[src/rtl/irq_ctl_if.sv]
// Signal bundle between the CPU/system side and the interrupt controller.
interface irq_ctl_if #(
    parameter int NUM_IRQ = 8
);
    logic [NUM_IRQ-1:0] irq_in;
    logic [NUM_IRQ-1:0] edge_mode;
    logic [NUM_IRQ-1:0] irq_en;
    logic               nmi_in;
    logic               I;
    logic               ack;
    logic               eoi;
    logic               clr_we;
    logic [NUM_IRQ-1:0] clr_mask;
    logic               irq_req;
    logic               nmi_req;
    logic [7:0]         vec_lo;
    logic [4:0]         vec_chan;
    logic [NUM_IRQ-1:0] pending;
    logic [NUM_IRQ-1:0] in_service;

    modport master (
        output irq_in, edge_mode, irq_en, nmi_in, I, ack, eoi, clr_we, clr_mask,
        input  irq_req, nmi_req, vec_lo, vec_chan, pending, in_service
    );

    modport slave (
        input  irq_in, edge_mode, irq_en, nmi_in, I, ack, eoi, clr_we, clr_mask,
        output irq_req, nmi_req, vec_lo, vec_chan, pending, in_service
    );
endinterface

[src/rtl/irq_ctl.sv]
// Nesting interrupt controller for a 65C02 core: synchronises sources, tracks
// pending/in-service state and latches the vector low byte on each ack.
module irq_ctl #(
    parameter int         NUM_IRQ     = 8,
    parameter int         SYNC_STAGES = 2,
    parameter logic [7:0] VEC_BASE    = 8'hE0,
    parameter logic [7:0] NMI_VEC     = 8'hFA,
    parameter logic [7:0] RST_VEC     = 8'hFC,
    parameter logic [7:0] BRK_VEC     = 8'hFE
) (
    input logic      clk,
    input logic      RST,
    irq_ctl_if.slave bus
);
    localparam logic [4:0] CHAN_NMI  = 5'h1F;
    localparam logic [4:0] CHAN_SPUR = 5'h1E;

    if (NUM_IRQ < 1 || NUM_IRQ > 16) begin : g_bad_num_irq
        $error("irq_ctl: NUM_IRQ must be in 1..16");
    end
    if (SYNC_STAGES < 2) begin : g_bad_sync
        $error("irq_ctl: SYNC_STAGES must be at least 2");
    end
    if (int'(VEC_BASE) + 2 * NUM_IRQ > 250) begin : g_bad_vec
        $error("irq_ctl: channel vectors overlap the NMI/reset/BRK vectors");
    end

    typedef enum logic {IDLE, SERVE} state_t;

    state_t                                state;
    logic [SYNC_STAGES-1:0][NUM_IRQ-1:0]   irq_sync;
    logic [SYNC_STAGES-1:0]                nmi_sync;
    logic [NUM_IRQ-1:0]                    irq_s_d;
    logic                                  nmi_s_d;
    logic [NUM_IRQ-1:0]                    pending;
    logic [NUM_IRQ-1:0]                    in_service;
    logic                                  nmi_pend;
    logic                                  nmi_active;
    logic [7:0]                            vec_lo;
    logic [4:0]                            vec_chan;

    function automatic logic [4:0] lowest_idx(input logic [NUM_IRQ-1:0] v);
        logic [4:0] idx;
        idx = '0;
        for (int i = NUM_IRQ - 1; i >= 0; i--) begin
            if (v[i]) idx = 5'(i);
        end
        return idx;
    endfunction

    function automatic logic [7:0] chan_vec(input logic [4:0] n);
        return VEC_BASE + {2'b00, n, 1'b0};
    endfunction

    logic [NUM_IRQ-1:0] irq_s, irq_edge, is_low, mask_hi, cand, sel_onehot;
    logic [NUM_IRQ-1:0] ack_clr, sw_clr, pend_next, is_next;
    logic               nmi_s, nmi_edge, take_nmi, take_irq, eoi_go, act_next;
    logic [4:0]         sel;

    assign irq_s    = irq_sync[SYNC_STAGES-1];
    assign nmi_s    = nmi_sync[SYNC_STAGES-1];
    assign irq_edge = irq_s & ~irq_s_d;
    assign nmi_edge = nmi_s & ~nmi_s_d;

    // Lowest set in-service bit is the active level; it and everything below it is masked.
    assign is_low  = in_service & (~in_service + NUM_IRQ'(1));
    assign mask_hi = ~(is_low - NUM_IRQ'(1));
    assign cand    = pending & bus.irq_en & ~mask_hi;

    assign sel        = lowest_idx(cand);
    assign sel_onehot = cand & (~cand + NUM_IRQ'(1));
    assign take_nmi   = bus.ack & nmi_pend;
    assign take_irq   = bus.ack & ~nmi_pend & (|cand);
    assign ack_clr    = take_irq ? sel_onehot : '0;
    assign sw_clr     = bus.clr_we ? bus.clr_mask : '0;

    // Fresh edges win over ack/software clears; level channels just track the synchronised input.
    assign pend_next = (bus.edge_mode & (irq_edge | (pending & ~(ack_clr | sw_clr))))
                     | (~bus.edge_mode & irq_s);

    // eoi retires against the pre-cycle state, then an ack in the same cycle adds its bit.
    assign eoi_go   = bus.eoi && (state == SERVE);
    assign is_next  = ((eoi_go && !nmi_active) ? (in_service & ~is_low) : in_service) | ack_clr;
    assign act_next = (nmi_active & ~eoi_go) | take_nmi;

    always_ff @(posedge clk or posedge RST) begin
        if (RST) begin
            irq_sync   <= '0;
            nmi_sync   <= '0;
            irq_s_d    <= '0;
            nmi_s_d    <= 1'b0;
            pending    <= '0;
            in_service <= '0;
            nmi_pend   <= 1'b0;
            nmi_active <= 1'b0;
            vec_lo     <= RST_VEC;
            vec_chan   <= CHAN_SPUR;
            state      <= IDLE;
        end else begin
            irq_sync   <= {irq_sync[SYNC_STAGES-2:0], bus.irq_in};
            nmi_sync   <= {nmi_sync[SYNC_STAGES-2:0], bus.nmi_in};
            irq_s_d    <= irq_s;
            nmi_s_d    <= nmi_s;
            pending    <= pend_next;
            in_service <= is_next;
            nmi_pend   <= nmi_edge | (nmi_pend & ~take_nmi);
            nmi_active <= act_next;
            if (take_nmi) begin
                vec_lo   <= NMI_VEC;
                vec_chan <= CHAN_NMI;
            end else if (take_irq) begin
                vec_lo   <= chan_vec(sel);
                vec_chan <= sel;
            end else if (bus.ack) begin
                vec_lo   <= BRK_VEC;
                vec_chan <= CHAN_SPUR;
            end
            state <= ((|is_next) || act_next) ? SERVE : IDLE;
        end
    end

    assign bus.irq_req    = (|cand) & ~bus.I;
    assign bus.nmi_req    = nmi_pend;
    assign bus.vec_lo     = vec_lo;
    assign bus.vec_chan   = vec_chan;
    assign bus.pending    = pending;
    assign bus.in_service = in_service;
endmodule

[src/flat_wrapper.sv]
// flat-port wrapper written by rule: the top's interface ports become plain ports
module irq_ctl_flat 
#(
    parameter int         NUM_IRQ     = 8,
    parameter int         SYNC_STAGES = 2,
    parameter logic [7:0] VEC_BASE    = 8'hE0,
    parameter logic [7:0] NMI_VEC     = 8'hFA,
    parameter logic [7:0] RST_VEC     = 8'hFC,
    parameter logic [7:0] BRK_VEC     = 8'hFE
)
  (clk, RST, bus_irq_in, bus_edge_mode, bus_irq_en, bus_nmi_in, bus_I, bus_ack, bus_eoi, bus_clr_we, bus_clr_mask, bus_irq_req, bus_nmi_req, bus_vec_lo, bus_vec_chan, bus_pending, bus_in_service);
  irq_ctl_if #(.NUM_IRQ(NUM_IRQ)) bus_i ();
  input logic clk;
  input logic RST;
  input wire logic [$bits(bus_i.irq_in)-1:0] bus_irq_in;
  input wire logic [$bits(bus_i.edge_mode)-1:0] bus_edge_mode;
  input wire logic [$bits(bus_i.irq_en)-1:0] bus_irq_en;
  input wire logic [$bits(bus_i.nmi_in)-1:0] bus_nmi_in;
  input wire logic [$bits(bus_i.I)-1:0] bus_I;
  input wire logic [$bits(bus_i.ack)-1:0] bus_ack;
  input wire logic [$bits(bus_i.eoi)-1:0] bus_eoi;
  input wire logic [$bits(bus_i.clr_we)-1:0] bus_clr_we;
  input wire logic [$bits(bus_i.clr_mask)-1:0] bus_clr_mask;
  output wire logic [$bits(bus_i.irq_req)-1:0] bus_irq_req;
  output wire logic [$bits(bus_i.nmi_req)-1:0] bus_nmi_req;
  output wire logic [$bits(bus_i.vec_lo)-1:0] bus_vec_lo;
  output wire logic [$bits(bus_i.vec_chan)-1:0] bus_vec_chan;
  output wire logic [$bits(bus_i.pending)-1:0] bus_pending;
  output wire logic [$bits(bus_i.in_service)-1:0] bus_in_service;
  assign bus_i.irq_in = bus_irq_in;
  assign bus_i.edge_mode = bus_edge_mode;
  assign bus_i.irq_en = bus_irq_en;
  assign bus_i.nmi_in = bus_nmi_in;
  assign bus_i.I = bus_I;
  assign bus_i.ack = bus_ack;
  assign bus_i.eoi = bus_eoi;
  assign bus_i.clr_we = bus_clr_we;
  assign bus_i.clr_mask = bus_clr_mask;
  assign bus_irq_req = bus_i.irq_req;
  assign bus_nmi_req = bus_i.nmi_req;
  assign bus_vec_lo = bus_i.vec_lo;
  assign bus_vec_chan = bus_i.vec_chan;
  assign bus_pending = bus_i.pending;
  assign bus_in_service = bus_i.in_service;
  irq_ctl #(.NUM_IRQ(NUM_IRQ), .SYNC_STAGES(SYNC_STAGES), .VEC_BASE(VEC_BASE), .NMI_VEC(NMI_VEC), .RST_VEC(RST_VEC), .BRK_VEC(BRK_VEC)) u_core (.clk(clk), .RST(RST), .bus(bus_i));
endmodule
[config.mk]
export PLATFORM = sky130hd
export DESIGN_NAME = irq_ctl_flat
export DESIGN_NICKNAME = d
export VERILOG_FILES = /design/src/rtl/irq_ctl_if.sv /design/src/rtl/irq_ctl.sv /design/src/flat_wrapper.sv
export SDC_FILE = /design/constraint.sdc
export NUM_CORES = 1
export LEC_CHECK = 0
export CORE_UTILIZATION = 45
export CTS_BUF_LIST = sky130_fd_sc_hd__clkbuf_8
export CTS_CLUSTER_SIZE = 30
export DETAILED_ROUTE_END_ITERATION = 6
export HOLD_SLACK_MARGIN = 0.1
export PLACE_DENSITY = 0.79
export SYNTH_ARGS = -nofsm -noshare
export SYNTH_HDL_FRONTEND = slang
export SYNTH_SLANG_ARGS = --single-unit
[constraint.sdc]
create_clock -name clk -period 2.4 [get_ports clk]
set_clock_uncertainty 0.2 [all_clocks]
set_input_delay 0.48 -clock clk [delete_from_list [all_inputs] [get_ports clk]]
set_output_delay 0.48 -clock clk [all_outputs]
set_load 0.02 [all_outputs]
==> results.yml <==
status:
  status: "finished, violations left"
  violations: "negative setup slack"
clock_tree:
  cts_buffers: 5
  insertion_delay_ns: 0.30
  clock-root-buffer: "clkbuf_8"
  cts_buffer_depth: 2
  cts.sinks: 52
  clkTransAtPathRegs_ns: 0.09
  cts_tree: "built"
  cts_max_level: 2
synthesis:
  yosysSeqAreaShare: 0.613
  synth_area_per_cell_um2: 11.2
  async_flop_share: 1.00
  synth-edff-count: 0
  synth_ff_type: "dfrtp_1"
  synth_cells: 191
  yosys_warnings: 0
  yosysUniqueCellTypes: 45
  ys_ff_latch: 52
  synth_area_um2: 2130
placement:
  dp.cells: 339
  dp_hpwl_mm: 3.86
  numPortBuffers: 65
  postPlaceCellArea_um2: 3110
  pre_cts_slack_ns: -0.624
  place_congestion: 0.843
job:
  maxCapViolCount: 0
layout:
  fin_nets: 333
  finish.instance_area_um2: 3210
  diodes: 0
  fin_util: 0.723
  area_growth_pct: 50.8
  fin_cells: 347
  final_layout_size_suffix_gt1_frac: 0.224
route:
  dr.pass1.iters: 6
  routed_wl_mm: 4.88
  drtIter0Drc: 120
  via_per_inst: 5.21
  drc: 0
  num_vias: 1809
  wl_per_cell_um: 14.1
  antenna_left: 0
timing:
  final_hold_viol_count: 0
  slew_viol_final: 0
  finalWorstSetupSlack_ns: -0.188
  rsz0062_at_grt: "yes"
  whs_ns: 0.154
  finalCritPeriodShare: 1.08
  tns_ns: -0.188
  worst_pin_slew_ns: 0.493
  finalSetupViolations: 1
  fin_crit_ns: 2.59
  slew_headroom: 0.669
  max_freq_mhz: 386
power_and_ir_drop:
  p_seq_frac: 0.355
  power_density_nw_per_um2: 978
  combPwrFrac: 0.491
  switching_share: 0.345
  p_total_mw: 3.14
  p_leak_nw: 1.45
  clkPwrFrac: 0.153
  switching_power_mw: 1.08
  peakVddDrop_v: 0.000496
  p_int_mw: 2.06
hold_path:
  min_path_type: "reg -> reg"
  holdCritStartpoint: "u_core.irq_sync[1]"
global_route:
  grt_use_total: 0.219
  first_global_vias: 1801
  grt_max_degree: 53
  antenna_found_initial: 0
  grt_pass1_wl_mm: 8.42
  grt_remaining_overflow: 0
setup_path:
  critPathLaunch: "u_core.bus.in_service[2]"
  cp-end-kind: "primary output"
  startpoint_type: "register"
  r2r_slack_ns: 0.22
  critPathMaxFanout: 2
  r2r_start: "u_core.bus.in_service[2]"
  path_class: "reg -> out"
  worstPathArrival_ns: 1.91
  cp.required_ns: 1.72
floorplanning:
  io_pins: 70
  die_x_um: 70.8
  die_h_um: 70.8
  core-area_um2: 4440
  fp-row-count: 24
  die-area_um2: 5020
  start_util: 0.480
-- worst max-delay path: stages (launching register included) --
cell      delay (ns)
dfrtp_1         0.39
or3_4           0.39
or2_4           0.27
o311ai_4        0.24
nor2b_4         0.19
buf_6           0.11
-- cell usage in the layout, fill, tap and decap left out, types with 2 or more instances in the layout --
master	count
a21oi_1	8
a21oi_2	2
a22o_1	6
buf_4	39
clkbuf_8	5
clkdlybuf4s50_1	64
conb_1	4
dfrtp_1	47
dfstp_2	4
inv_1	5
nand2_1	35
nand3_1	3
nand3b_1	6
nand4_1	3
nor2_1	10
nor4b_1	2
o211ai_1	2
o21a_1	3
o21ai_0	9
o22ai_1	3
o31ai_1	2
or3_4	3
-- area by class of cell --
type,instances,area [um2]
sequential,52,1310
multi-input combinational,125,769
timing repair buffer,105,965
clock buffer,5,68.8
tap,52,65.1
fill,339,1230
clock inverter,3,20.0
inverter,5,18.8
-- flip-flops by register name, summed over array words and instances (netlist names) --
signal and cells:
u_core.state 1, u_core.nmi_sync 2, u_core.bus.pending 8, u_core.bus.vec_chan 4, u_core.bus.nmi_req 1, u_core.bus.in_service 8
u_core.irq_s 8, u_core.nmi_active 1, u_core.nmi_s_d 1, u_core.irq_s_d 8, u_core.bus.vec_lo 2, u_core.irq_sync 8
-- Yosys cell counts (2+ instances only) --
cell	number	area, um2
nor2b_1	2	12.5
buf_4	7	52.6
o211ai_1	2	15.0
clkbuf_1	3	11.3
o31ai_1	2	15.0
or3_4	2	22.5
conb_1	2	7.51
a21oi_1	8	40.0
nor4b_1	2	17.5
a22o_1	6	52.6
o21ai_0	9	45.0
o22ai_1	3	18.8
nand4_1	3	18.8
nand2_1	35	131
nor3_1	2	10.0
inv_1	5	18.8
a21oi_2	2	17.5
o21a_1	3	22.5
nor2_1	10	37.5
dfstp_2	4	105
nand3b_1	6	45.0
nand3_1	3	15.0
dfrtp_1	48	1200
-- final timing paths --
path                                           to  cells after the start
hold reg to reg                   u_core.irq_s[1]                      0
setup / recovery                      bus_irq_req                      5
setup reg to reg                     u_core.state                      6
max in group asynchronous  u_core.bus.vec_chan[1]                      3
min in group asynchronous      u_core.irq_sync[1]                      3
hold / removal                    u_core.irq_s[1]                      0
-- power groups by stage --
stage | combinational, mW | clock [mW] | sequential [mW]
after global placement | 1.49 | 0 | 1.12
after detailed placement | 1.51 | 0 | 1.13
after global routing | 1.66 | 0.546 | 1.13
final | 1.54 | 0.482 | 1.12
after floorplan | 0.612 | 0 | 1.28
after CTS | 1.53 | 0.500 | 1.12
-- cells by family (layout without fill, tap and decap cells) --
group | after synthesis | after routing | share of synthesized area
adder cells (fa/ha/maj) | 2 | 2 | 0.00998
buffers and inverters | 16 | 118 | 0.0440
AND/OR/NAND/NOR | 75 | 75 | 0.185
AO/OA/AOI/OAI | 44 | 44 | 0.144
other | 2 | 4 | 0.00352
flip-flops | 52 | 52 | 0.613
-- per-layer routing --
layer,wire length [um],vias to the layer above,global-route usage
met5,0,-,0
met4,44,0,0.0467
met3,179,4,0.0541
met2,2430,49,0.361
met1,2230,886,0.295
li1,-,870,-
-- what timing repair did --
action / in CTS / in global routing
setup buffers: 0 / 0
endpoints found under the setup margin: 1 / 1
pin swaps: 0 / 1
hold buffers: 0 / 0
resized for setup: 7 / 1
No activity file was read; power rests on OpenSTA's default activity.
